File: src/rtl/cordic_sequencer_if.sv
// Handshake and control bundle between a CORDIC vectoring datapath owner and its sequencer.
// The master drives the requests and y sign; the slave (sequencer) drives the mux, load and status lines.
interface cordic_sequencer_if #(
    parameter int CNT_WIDTH = 4
);
    logic                 start;
    logic                 abort;
    logic                 y_sign;
    logic [1:0]           sel;
    logic                 ld_en;
    logic [CNT_WIDTH-1:0] iter;
    logic                 dir;
    logic                 busy;
    logic                 done;

    modport master (
        output start, abort, y_sign,
        input  sel, ld_en, iter, dir, busy, done
    );

    modport slave (
        input  start, abort, y_sign,
        output sel, ld_en, iter, dir, busy, done
    );
endinterface

File: src/rtl/cordic_sequencer.sv
// Control FSM for an iterative CORDIC vectoring unit: one operand load, ITERATIONS
// micro-rotations steered by the sign of y, then a single-cycle done pulse.
module cordic_sequencer #(
    parameter int ITERATIONS = 16,
    parameter int CNT_WIDTH  = 4
) (
    input  logic              clk,
    input  logic              rst_n,
    cordic_sequencer_if.slave bus
);
    typedef enum logic [1:0] {
        IDLE = 2'd0,
        LOAD = 2'd1,
        ITER = 2'd2,
        DONE = 2'd3
    } state_t;

    localparam logic [CNT_WIDTH-1:0] LAST_ITER = CNT_WIDTH'(ITERATIONS - 1);
    localparam logic [1:0] SEL_EXT  = 2'd0;
    localparam logic [1:0] SEL_ITER = 2'd1;
    localparam logic [1:0] SEL_HOLD = 2'd2;

    state_t               state_reg;
    state_t               state_next;
    logic [CNT_WIDTH-1:0] cnt_reg;
    logic [CNT_WIDTH-1:0] cnt_next;

    always_ff @(posedge clk or negedge rst_n) begin
        if (!rst_n) begin
            state_reg <= IDLE;
            cnt_reg   <= '0;
        end else begin
            state_reg <= state_next;
            cnt_reg   <= cnt_next;
        end
    end

    always_comb begin
        state_next = state_reg;
        cnt_next   = cnt_reg;
        case (state_reg)
            IDLE: begin
                cnt_next = '0;
                if (bus.start && !bus.abort) begin
                    state_next = LOAD;
                end
            end
            LOAD: begin
                cnt_next   = '0;
                state_next = bus.abort ? IDLE : ITER;
            end
            ITER: begin
                if (bus.abort) begin
                    state_next = IDLE;
                    cnt_next   = '0;
                end else if (cnt_reg == LAST_ITER) begin
                    // Saturate on the last index; the counter is cleared on the way back to IDLE.
                    state_next = DONE;
                end else begin
                    cnt_next = cnt_reg + CNT_WIDTH'(1);
                end
            end
            DONE: begin
                state_next = IDLE;
                cnt_next   = '0;
            end
            default: begin
                state_next = IDLE;
                cnt_next   = '0;
            end
        endcase
    end

    // Everything but dir is a pure decode of state and counter; dir follows y_sign with no register.
    always_comb begin
        bus.sel   = SEL_HOLD;
        bus.ld_en = 1'b0;
        bus.iter  = '0;
        bus.dir   = 1'b0;
        bus.busy  = 1'b0;
        bus.done  = 1'b0;
        case (state_reg)
            LOAD: begin
                bus.sel   = SEL_EXT;
                bus.ld_en = 1'b1;
                bus.busy  = 1'b1;
            end
            ITER: begin
                bus.sel   = SEL_ITER;
                bus.ld_en = 1'b1;
                bus.busy  = 1'b1;
                bus.iter  = cnt_reg;
                bus.dir   = ~bus.y_sign;
            end
            DONE: begin
                bus.done = 1'b1;
            end
            default: begin
                bus.sel = SEL_HOLD;
            end
        endcase
    end
endmodule

File: src/flat_wrapper.sv
// flat-port wrapper written by rule: the top's interface ports become plain ports
module cordic_sequencer_flat 
#(
    parameter int ITERATIONS = 16,
    parameter int CNT_WIDTH  = 4
)
  (clk, rst_n, bus_start, bus_abort, bus_y_sign, bus_sel, bus_ld_en, bus_iter, bus_dir, bus_busy, bus_done);
  cordic_sequencer_if #(.CNT_WIDTH(CNT_WIDTH)) bus_i ();
  input  logic clk;
  input  logic rst_n;
  input wire logic [$bits(bus_i.start)-1:0] bus_start;
  input wire logic [$bits(bus_i.abort)-1:0] bus_abort;
  input wire logic [$bits(bus_i.y_sign)-1:0] bus_y_sign;
  output wire logic [$bits(bus_i.sel)-1:0] bus_sel;
  output wire logic [$bits(bus_i.ld_en)-1:0] bus_ld_en;
  output wire logic [$bits(bus_i.iter)-1:0] bus_iter;
  output wire logic [$bits(bus_i.dir)-1:0] bus_dir;
  output wire logic [$bits(bus_i.busy)-1:0] bus_busy;
  output wire logic [$bits(bus_i.done)-1:0] bus_done;
  assign bus_i.start = bus_start;
  assign bus_i.abort = bus_abort;
  assign bus_i.y_sign = bus_y_sign;
  assign bus_sel = bus_i.sel;
  assign bus_ld_en = bus_i.ld_en;
  assign bus_iter = bus_i.iter;
  assign bus_dir = bus_i.dir;
  assign bus_busy = bus_i.busy;
  assign bus_done = bus_i.done;
  cordic_sequencer #(.ITERATIONS(ITERATIONS), .CNT_WIDTH(CNT_WIDTH)) u_core (.clk(clk), .rst_n(rst_n), .bus(bus_i));
endmodule
File: config.mk
export PLATFORM = sky130hd
export DESIGN_NAME = cordic_sequencer_flat
export DESIGN_NICKNAME = d
export VERILOG_FILES = /design/src/rtl/cordic_sequencer_if.sv /design/src/rtl/cordic_sequencer.sv /design/src/flat_wrapper.sv
export SDC_FILE = /design/constraint.sdc
export NUM_CORES = 1
export LEC_CHECK = 0
export BUFFER_PORTS_ARGS = -buffer_cell sky130_fd_sc_hd__buf_2
export CORE_AREA = 2 2 39 41
export CTS_CLUSTER_DIAMETER = 60
export DETAILED_ROUTE_END_ITERATION = 8
export DIE_AREA = 0 0 41 43
export GPL_TIMING_DRIVEN = 0
export PLACE_DENSITY = 0.63
export SLEW_MARGIN = 20
export SYNTH_ARGS = -nofsm -noshare
export SYNTH_HDL_FRONTEND = slang
export SYNTH_SLANG_ARGS = --single-unit
export TNS_END_PERCENT = 30
File: constraint.sdc
create_clock -name clk -period 3.4 [get_ports clk]
set_clock_uncertainty 0.15 [all_clocks]
set_input_delay 0.51 -clock clk [delete_from_list [all_inputs] [get_ports clk]]
set_output_delay 0.51 -clock clk [all_outputs]
set_load 0.01 [all_outputs]
==> impl_metrics.yaml <==
worst_setup_path:
  endpoint_kind: "output port"
  crit_family: "flip-flops"
  cp.depth: 4
  r2r_end: "u_core.cnt_reg[0]$_DFFE_PN0P_"
  worst-path-max-fanout: 4
  crit_required_ns: 2.74
  r2r_slack_ns: 1.74
  crit_chain: "inv_1 -> ha_1 -> buf_4 -> buf_2"
  worstSetupStartpointType: "flip-flop"
  critical_path.slowest_cell: "dfrtp_1"
  crit_type: "flip-flop to output port"
  arrival_ns: 1.33
  rr_startpoint: "u_core.state_reg[0]$_DFFE_PN0P_"
  cpPeakStageDelay_ns: 0.39
  worst-r2r-cell-count: 5
  cp-startpoint: "u_core.state_reg[0]$_DFFE_PN0P_"
  endpoint: "bus_ld_en"
  cp_num_buf_inv: 3
drt:
  ant_nets: 0
  first_iter_violations: 0
  viasPerCell: 4.403
  finalWirelength_microns: 731
  drc_errors: 0
  routed-via-count: 339
  routedWlPerCell_microns: 9.494
  highest_layer: "met3"
  met1_length_microns: 355
  wl_met3_microns: 41
  firstDrtPassIters: 1
  wl_met2_microns: 334
clock_tree:
  cts_setup_buffers: 0
  clock_sinks: 6
  cts_made_buffers: 3
  cts_buffer_depth: 2
  htreeDepth: 1
  cts_root_buf: "clkbuf_4"
  worstSkewPairLatency_ns: 0.23
  cts_tree: "built"
  cts_resized: 0
  clk_pin_slew_ns: 0.04
synth:
  synth_compound_area_share_pct: 9.642
  muxShareOfSynthArea_pct: 7.713
  synth_top_family_by_area: "simple AND/OR/NAND/NOR gates"
  seq_area_frac_synth_pct: 33.06
  synthAdderAreaFrac_pct: 19.28
  synthSimpleGateAreaFrac_pct: 21.49
  synth_nets: 55
  syn_inst: 43
  synth_xor_area_share_pct: 3.857
  synth_area_per_cell_sq_um: 10.56
  syn_area_sq_um: 454.2
  ys_warn_count: 0
  ys_ff_latch: 6
  synth.distinct_cells: 20
sta:
  period_share_pct: 58.63
  period_needed_ns: 1.993
  layout_setup_ws_ns: 1.407
  rsz0062_at_grt: "false"
  hold_violations: 0
  slew_headroom_pct: 87.93
  setup_viol_count_final: 0
  max_slew.worst_pin.slew_ns: 0.1811
  tns_ns: 0
  fmax_ghz: 0.5017
  slew_viol_final: 0
power:
  ir_drop_mv: 0.2832
  p_leak_nw: 0.3251
  power_density_mw_per_mm2: 625.2
global_routing:
  grt.total_usage_pct: 11.17
  grt_pass1_vias: 317
  grt_max_degree: 8
  grt_pass1_wl_mm: 1.311
  overflow: 0
  antenna_found_initial: 0
place:
  place.gp.congestion: 0.6448
  dp_slack_ns: 1.654
  portBuffers: 14
  hpwl_microns: 625.1
floorplanning:
  die-width_microns: 41
  core_area_sq_mm: 0.001384
  dieArea_sq_mm: 0.001763
  core.rowCount: 14
  die_h_microns: 43
  start_util_pct: 32.82
  pin_count: 15
final_layout:
  area_growth_pct: 27.00
  largest_reg_flops: 4
  drive_gt1_share_pct: 39.34
  antenna_cells: 0
  utilization_pct: 41.68
  nets: 75
flow_run:
  max_cap_viol_count: 0
hold_path:
  min_path_type: "flip-flop to flip-flop"
status:
  status: "finished, final reports clean"
cell type report:
| class | count | area (sq um) |
|---|---|---|
| Fill cell | 149 | 807.0 |
| Multi-Input combinational cell | 32 | 281.5 |
| Sequential cell | 6 | 150.1 |
| Timing Repair Buffer | 15 | 80.08 |
| Clock buffer | 3 | 22.52 |
| Tap cell | 16 | 20.02 |
| Inverter | 4 | 15.01 |
| Buffer | 1 | 7.507 |
cell usage in the layout, fill, tap and decap left out:
master,n
a211o_1,1
a22oi_2,1
and2_1,4
and2b_4,1
buf_2,14
buf_4,1
clkbuf_4,3
dfrtp_1,6
dlygate4sd3_1,1
ha_1,7
inv_1,4
mux2_4,1
mux2i_1,2
nand2b_2,2
nand2b_4,1
nand3_1,2
nand3b_1,1
nor2_1,2
nor2b_1,1
o21a_1,1
o21ai_0,3
xnor2_1,1
xor2_1,1
per-stage QoR:
step | instances | power [mW] | hold slack, ns | area (sq um)
global route | 77 | 0.3995 | 0.4601 | 576.8
global placement | 73 | 0.2954 | 0.1854 | 544.3
CTS | 77 | 0.3695 | 0.4253 | 576.8
finish | 77 | 0.3606 | 0.4182 | 576.8
floorplan | 43 | 0.2408 | 0.06441 | 454.2
detailed placement | 73 | 0.3032 | 0.1882 | 544.3
repair_timing:
item                       in CTS  in global routing
setup endpoints to repair       0                  0
hold endpoints to repair        6                  0
hold buffers                    1                  0
worst reg2reg max path, cell delays in order (launching register included):
cell and delay [ns]:
dfrtp_1 0.41, inv_1 0.14, ha_1 0.26, and2b_4 0.21
nand2b_4 0.07, mux2_4 0.30
power breakdown:
part	switching (mW)	total, mW	internal, mW
registers	0.0139	0.0990	0.0850
clock network	0.0210	0.0606	0.0396
logic	0.103	0.201	0.0984
total	0.138	0.361	0.223
logic make-up after synthesis:
| family | count (synthesis) |
|---|---|
| and+or+nand+nor | 14 |
| adders and majority gates | 7 |
| AOI/OAI and AO/OA | 6 |
| DFF | 6 |
| buffers and inverters | 5 |
| muxes | 3 |
| xor gates and xnor gates | 2 |
cell usage after synthesis:
cell type / number / area, sq um
xor2_1: 1 / 8.760
ha_1: 7 / 87.58
mux2_4: 1 / 15.01
mux2i_1: 2 / 20.02
nand2b_2: 2 / 17.52
a22oi_2: 1 / 12.51
nand3b_1: 1 / 7.510
and2b_4: 1 / 10.01
nand2b_4: 1 / 13.76
inv_1: 4 / 15.01
xnor2_1: 1 / 8.760
nand3_1: 2 / 10.01
buf_4: 1 / 7.510
dfrtp_1: 6 / 150.1
nor2b_1: 1 / 6.260
nor2_1: 2 / 7.510
o21a_1: 1 / 7.510
o21ai_0: 3 / 15.01
a211o_1: 1 / 8.760
and2_1: 4 / 25.02
per-layer routing:
layer	global-route usage [%]	up-vias
met5	0	-
met4	8.000	0
met3	3.141	0
met2	14.69	8
met1	15.00	153
li1	-	178
how the worst min path moves through the flow:
| stage | start | to | slack [ns] | depth (start not counted) |
|---|---|---|---|---|
| global placement | rst_n | u_core.cnt_reg[3]$_DFFE_PN0P_ | 0.19 | 1 |
| floorplan | rst_n | u_core.cnt_reg[0]$_DFFE_PN0P_ | 0.06 | 0 |
| global route | u_core.cnt_reg[1]$_DFFE_PN0P_ | u_core.cnt_reg[1]$_DFFE_PN0P_ | 0.46 | 2 |
| finish | u_core.cnt_reg[1]$_DFFE_PN0P_ | u_core.cnt_reg[1]$_DFFE_PN0P_ | 0.42 | 2 |
| detailed placement | rst_n | u_core.cnt_reg[3]$_DFFE_PN0P_ | 0.19 | 1 |
| CTS | u_core.cnt_reg[1]$_DFFE_PN0P_ | u_core.cnt_reg[1]$_DFFE_PN0P_ | 0.43 | 2 |
Note: power is estimated with default switching activity, not from simulation.
